===== config.mk =====
export PLATFORM = sky130hd
export DESIGN_NAME = serial_add_ctrl
export DESIGN_NICKNAME = d
export VERILOG_FILES = /design/src/rtl/serial_add_ctrl.sv
export SDC_FILE = /design/constraint.sdc
export NUM_CORES = 1
export LEC_CHECK = 0
export ABC_AREA = 1
export ABC_CLOCK_PERIOD_IN_PS = 2300
export CAP_MARGIN = 10
export CORE_UTILIZATION = 51
export CTS_CLUSTER_SIZE = 14
export DETAILED_ROUTE_END_ITERATION = 8
export PLACE_DENSITY = 0.92
export SLEW_MARGIN = 25
export SYNTH_ARGS = -nofsm -noshare
export SYNTH_HDL_FRONTEND = slang
export SYNTH_SLANG_ARGS = --single-unit

===== constraint.sdc =====
create_clock -name clk -period 2.3 [get_ports clk]
set_clock_uncertainty 0.1 [all_clocks]
set_input_delay 0.46 -clock clk [delete_from_list [all_inputs] [get_ports clk]]
set_output_delay 0.46 -clock clk [all_outputs]
set_load 0.05 [all_outputs]

===== src/rtl/serial_add_ctrl.sv =====
// Wide adder sequencer driving a shared 2-bit full adder, LSB pair first.
// Define SERIAL_ADD_OVF_EN to add the signed-overflow output Ovf.
module serial_add_ctrl #(
    parameter int WIDTH = 8
) (
    input  logic             clk,
    input  logic             rst_n,
    input  logic             in_valid,
    output logic             in_ready,
    input  logic [WIDTH-1:0] A,
    input  logic [WIDTH-1:0] B,
    input  logic             Cin,
    output logic             out_valid,
    input  logic             out_ready,
    output logic [WIDTH-1:0] Sum,
    output logic             Cout,
    output logic [1:0]       add_a,
    output logic [1:0]       add_b,
    output logic             add_cin,
    input  logic [1:0]       add_sum,
    input  logic             add_cout
`ifdef SERIAL_ADD_OVF_EN
    ,
    output logic             Ovf
`endif
);

    localparam int N  = WIDTH / 2;
    localparam int CW = (N > 1) ? $clog2(N) : 1;

    typedef enum logic [1:0] {
        S_IDLE,
        S_RUN,
        S_DONE
    } state_e;

    state_e           state_q;
    logic [WIDTH-1:0] a_sh_q;
    logic [WIDTH-1:0] b_sh_q;
    logic [WIDTH-1:0] sum_q;
    logic [WIDTH-1:0] sum_d;
    logic             carry_q;
    logic             cout_q;
    logic [CW-1:0]    cnt_q;
    logic             run;
    logic             last;

`ifdef SERIAL_ADD_OVF_EN
    logic sign_a_q;
    logic sign_b_q;
    logic ovf_q;
`endif

    assign run       = (state_q == S_RUN);
    assign last      = (cnt_q == CW'(N - 1));
    assign in_ready  = (state_q == S_IDLE);
    assign out_valid = (state_q == S_DONE);

    assign add_a   = run ? a_sh_q[1:0] : 2'b00;
    assign add_b   = run ? b_sh_q[1:0] : 2'b00;
    assign add_cin = run ? carry_q : 1'b0;

    // New sum pair enters at the top; after N steps the first pair sits at bit 0.
    generate
        if (WIDTH > 2) begin : g_wide
            assign sum_d = {add_sum, sum_q[WIDTH-1:2]};
        end else begin : g_narrow
            assign sum_d = add_sum;
        end
    endgenerate

    always_ff @(posedge clk or negedge rst_n) begin
        if (!rst_n) begin
            state_q  <= S_IDLE;
            a_sh_q   <= '0;
            b_sh_q   <= '0;
            sum_q    <= '0;
            carry_q  <= 1'b0;
            cout_q   <= 1'b0;
            cnt_q    <= '0;
`ifdef SERIAL_ADD_OVF_EN
            sign_a_q <= 1'b0;
            sign_b_q <= 1'b0;
            ovf_q    <= 1'b0;
`endif
        end else begin
            unique case (state_q)
                S_IDLE: begin
                    if (in_valid) begin
                        a_sh_q   <= A;
                        b_sh_q   <= B;
                        carry_q  <= Cin;
                        cnt_q    <= '0;
`ifdef SERIAL_ADD_OVF_EN
                        sign_a_q <= A[WIDTH-1];
                        sign_b_q <= B[WIDTH-1];
`endif
                        state_q  <= S_RUN;
                    end
                end
                S_RUN: begin
                    sum_q   <= sum_d;
                    carry_q <= add_cout;
                    a_sh_q  <= a_sh_q >> 2;
                    b_sh_q  <= b_sh_q >> 2;
                    cnt_q   <= cnt_q + 1'b1;
                    if (last) begin
                        cout_q  <= add_cout;
`ifdef SERIAL_ADD_OVF_EN
                        ovf_q   <= (sign_a_q == sign_b_q) &&
                                   (add_sum[1] != sign_a_q);
`endif
                        state_q <= S_DONE;
                    end
                end
                S_DONE: begin
                    if (out_ready) begin
                        state_q <= S_IDLE;
                    end
                end
                default: begin
                    state_q <= S_IDLE;
                end
            endcase
        end
    end

    assign Sum  = sum_q;
    assign Cout = cout_q;
`ifdef SERIAL_ADD_OVF_EN
    assign Ovf  = ovf_q;
`endif

endmodule


### Yosys cells after proc, flatten, opt, wreduce, memory -nomap -nowiden

Index checks and enable logic that the tools add are counted.
W data, S select, Z words.

* shifts and indexed selects: 0
* div/mod/pow operators: 0
* multiplexer cells: 15
* reduce and logical (&&, ||, !) cells: 5
* bitwise gates (word level): 0
* add/sub/neg operators: 1
* multipliers: 0
* eq/ne operators: 6
* order comparisons: 0

Operators by type and width (count)
* $pmux W8 S2: 2
* $mux W8: 2
* $mux W2: 6
* $pmux W2 S3: 1
* $eq A2 B2 Y1 const B: 2
* $ne A2 B1 Y1 const B: 2
* $pmux W2 S2: 1
* $reduce_and A2 Y1: 2
* $reduce_and A3 Y1: 1
* $add A2 B1 Y2 const B: 1
* $eq A2 B1 Y1 const B: 1
* $logic_not A2 Y1: 1
* $mux W1: 2
* $ne A2 B2 Y1 const B: 1
* $pmux W1 S2: 1
* $reduce_bool A2 Y1: 1

* logic and storage cells: 34
* memory bits (writable): 0
* output and inout bits: 16
* latch bits: 0
* memories kept: 0
* input port bits: 24
* bits in registers: 30
* memory bits (read-only): 0

### Longest topological paths before layout

* word-level depth: 3
* mapped depth: 6
* depth with buffers taken out: 5

### Least setup slack after synthesis

OpenSTA, ideal clock, no wires.

* path kind: reg2out
* from: register state_q[1]
* to: output port add_a[0]
* data arrival time: 1.402 ns
* cell stages (with the launch flop): 5
* required time: 1.740 ns
* buffers on the path: 1
* path slack: 0.338 ns
* cell sequence: dfrtp_1 > inv_2 > nand2_2 > buf_2 > nor2_1

* longest elaborated chain between the ends: 2

RTL lines
* start, declared: RTL line 37 `state_e state_q;`
* start signal, assigned: RTL line 74 `state_q <= S_IDLE;`
* start signal, assigned: RTL line 98 `state_q <= S_RUN;`
* start signal, assigned: RTL line 113 `state_q <= S_DONE;`
* $eq A2 B1 Y1: RTL line 54 `assign run = (state_q == S_RUN);`
* $mux W2: RTL line 59 `assign add_a = run ? a_sh_q[1:0] : 2'b00;`
* end, declared: RTL line 17 `output logic [1:0] add_a,`

No other way between the ends.

### Worst setup path after layout

* from: register sum_q[5] (netlist: Sum[5])
* to: output port Sum[5]

RTL lines
* start, declared: RTL line 40 `logic [WIDTH-1:0] sum_q;`
* start signal, assigned: RTL line 102 `sum_q <= sum_d;`
* end, declared: RTL line 15 `output logic [WIDTH-1:0] Sum,`

No word-level cell between the ends.

==> results_dict.tcl <==
set metrics [dict create \
    vdd_ir_drop_max_mv 1.372 \
    ys_seq_area_share_pct 51.33 \
    start_kind "flip-flop" \
    maxSlewHeadroom_pct 66.41 \
    cts-buffers-inserted 5 \
    num_rows 19 \
    yosysWarnings 0 \
    status "completed" \
    crit_type "reg -> out" \
    drive_gt1_share_pct 10.48 \
    n_antenna_cell 0 \
    crit_family "buffers and inverters" \
    numClockSinks 30 \
    synth_nets 213 \
    cts-resized-gates 0 \
    syn_avg_cell_area_sq_um 7.780 \
    finalSetupViolCount 0 \
    cts_setup_buffers 0 \
    clk_latency_ns 0.33 \
    finalCritPeriodShare_pct 90.51 \
    worst_pin_slew_ns 0.5023 \
    synth_cells 188 \
    grt_pass1_vias 1129 \
    cts_tree "yes" \
    cp_data_arrival_time_ns 1.52 \
    die_area_sq_um 3086 \
    fmax_mhz 480.4 \
    fin_nets 253 \
    cts-htree-levels 2 \
    cts_hold_buf 0 \
    grt-ovfl-total 0 \
    yosysTopAreaCell "dfrtp_1" \
    hpwl_mm 1.872 \
    dr.pass1.iters 4 \
    crit_path_end_kind "output pin" \
    slowest_delay_ns 0.81 \
    p_per_area_nw_per_um2 1612 \
    drt-total-wl_mm 2.710 \
    clockRootBuffer "clkbuf_4" \
    final_util_pct 72.27 \
    drcViolationCount 0 \
    via_count 1238 \
    wl_per_cell_um 10.42 \
    hp-class "in -> async" \
    instances_no_fill 260 \
    grt_setup_unrepaired "false" \
    synthesis.area_sq_um 1463 \
    slew_viol_final 0 \
    grt_usage_pct 19.47 \
    io_buffers 39 \
    ys_ff_latch 30 \
    max_cap_violations 0 \
    die_w_um 55.56 \
    gp_congestion 0.7680 \
    viasPerCell 4.762 \
    start_util_pct 53.50 \
    placedCellCount 252 \
    grt_max_degree 36 \
    critPathBufInv 1 \
    cts_buffer_depth 2 \
    ys_top_cells_by_area "dfrtp_1, nand2_1, inv_1" \
    dp_slack_ns 0.5332 \
    p_leak_nw 1.040 \
    r2r-start "state_q[0]" \
    drt-initial-drc-count 43 \
    crit_start "Sum[5]" \
    finalSetupTns_ns 0 \
    hold_violations 0 \
    area_growth_pct 35.07 \
    cp_max_fo 3 \
    yosysTopAreaCellShare_pct 51.33 \
    total_power_mw 3.184 \
    design.core.area_sq_um 2734 \
    setup_slack_ns 0.2184 \
    crit_path_cell_trace "clkdlybuf4s50_1" \
    num_io_pins 40 \
    cts.clk_slew.worst_paths_ns 0.11 \
    slowest_stage "clkdlybuf4s50_1" \
    drtAntennaViolNets 0 \
    synth_cell_types 17 \
    min_period_ns 2.082 \
    grt_pass1_wl_mm 4.747 \
    die_h_um 55.56 \
    required_ns 1.74 \
    antenna_found_initial 0 \
]
==> registers in the layout (all words and copies together), names as in the netlist <==
name     cells
Sum          8
a_sh_q       8
b_sh_q       8
cnt_q        2
state_q      2
Cout         1
carry_q      1
==> metal layers <==
metal  share of wire [%]  track usage (%)
met2                  46            30.46
met3                 6.1            4.450
met5                   0                0
met4                 1.8            8.929
met1                  46            25.91
==> final cells by class <==
class / instances / area, sq um
Fill cell: 191 / 758.2
Sequential cell: 30 / 750.7
Tap cell: 31 / 38.79
Multi-Input combinational cell: 112 / 506.7
Inverter: 37 / 138.9
Clock inverter: 3 / 45.04
Timing Repair Buffer: 42 / 457.9
Clock buffer: 5 / 37.54
==> worst paths after layout <==
check | slack [ns] | end | cells after the start
max in group asynchronous | 1.42 | b_sh_q[4] | 2
min | 0.40 | b_sh_q[1] | 2
min reg2reg | 0.40 | cnt_q[0] | 1
min in group clk | 0.40 | cnt_q[0] | 1
max reg2reg | 0.60 | b_sh_q[7] | 4
max | 0.22 | Sum[5] | 1
==> cells in the mapped netlist <==
cell      n
nand2_2   2
inv_1    36
dfrtp_1  30
o31ai_1   1
buf_4     6
o21ai_0  13
inv_2     1
nor2_1    9
a21oi_2   1
buf_2     2
nand3_1  27
a22oi_1   1
nor2_2    1
nand2_4   1
ha_1      1
nand2_1  55
buf_6     1
==> per-stage QoR <==
step                hold WS (ns)  cell area, sq um
floorplan                0.06441              1463
global placement          0.3702              1893
detailed placement        0.3850              1893
CTS                       0.3996              1976
global route              0.4156              1976
finish                    0.3962              1976
==> power by group <==
part | leakage (nW) | internal [mW] | switching, mW | total (mW)
logic | 0.628 | 0.670 | 1.17 | 1.84
registers | 0.375 | 0.772 | 0.150 | 0.922
clock network | 0.0374 | 0.228 | 0.195 | 0.423
total | 1.04 | 1.67 | 1.51 | 3.18
==> placed cells by master (no fill, tap or decap) <==
master	instances
nand2_1	55
inv_1	36
clkdlybuf4s50_1	32
dfrtp_1	30
nand3_1	27
o21ai_0	13
nor2_1	9
clkbuf_4	5
buf_12	5
buf_4	5
nand2_2	2
clkinvlp_4	2
inv_2	1
nand2_4	1
nor2_2	1
o31ai_1	1
a22oi_1	1
a21oi_2	1
ha_1	1
bufinv_16	1
==> worst reg2reg max path: stages, from the launching register on <==
cell     delay [ns]
dfrtp_1        0.52
nand2_2        0.22
buf_4          0.36
nand2_4        0.21
o21ai_0        0.20
==> kinds of logic (layout without fill, tap and decap cells) <==
| logic type | after synthesis | count (layout) | share of synthesized area (%) |
|---|---|---|---|
| AOI/OAI and AO/OA | 16 | 16 | 6.074 |
| adders and majority gates | 1 | 1 | 0.8553 |
| buffers and inverters | 46 | 87 | 14.03 |
| DFF | 30 | 30 | 51.33 |
| and+or+nand+nor | 95 | 95 | 27.72 |
Power figures use the tool's default switching activity.
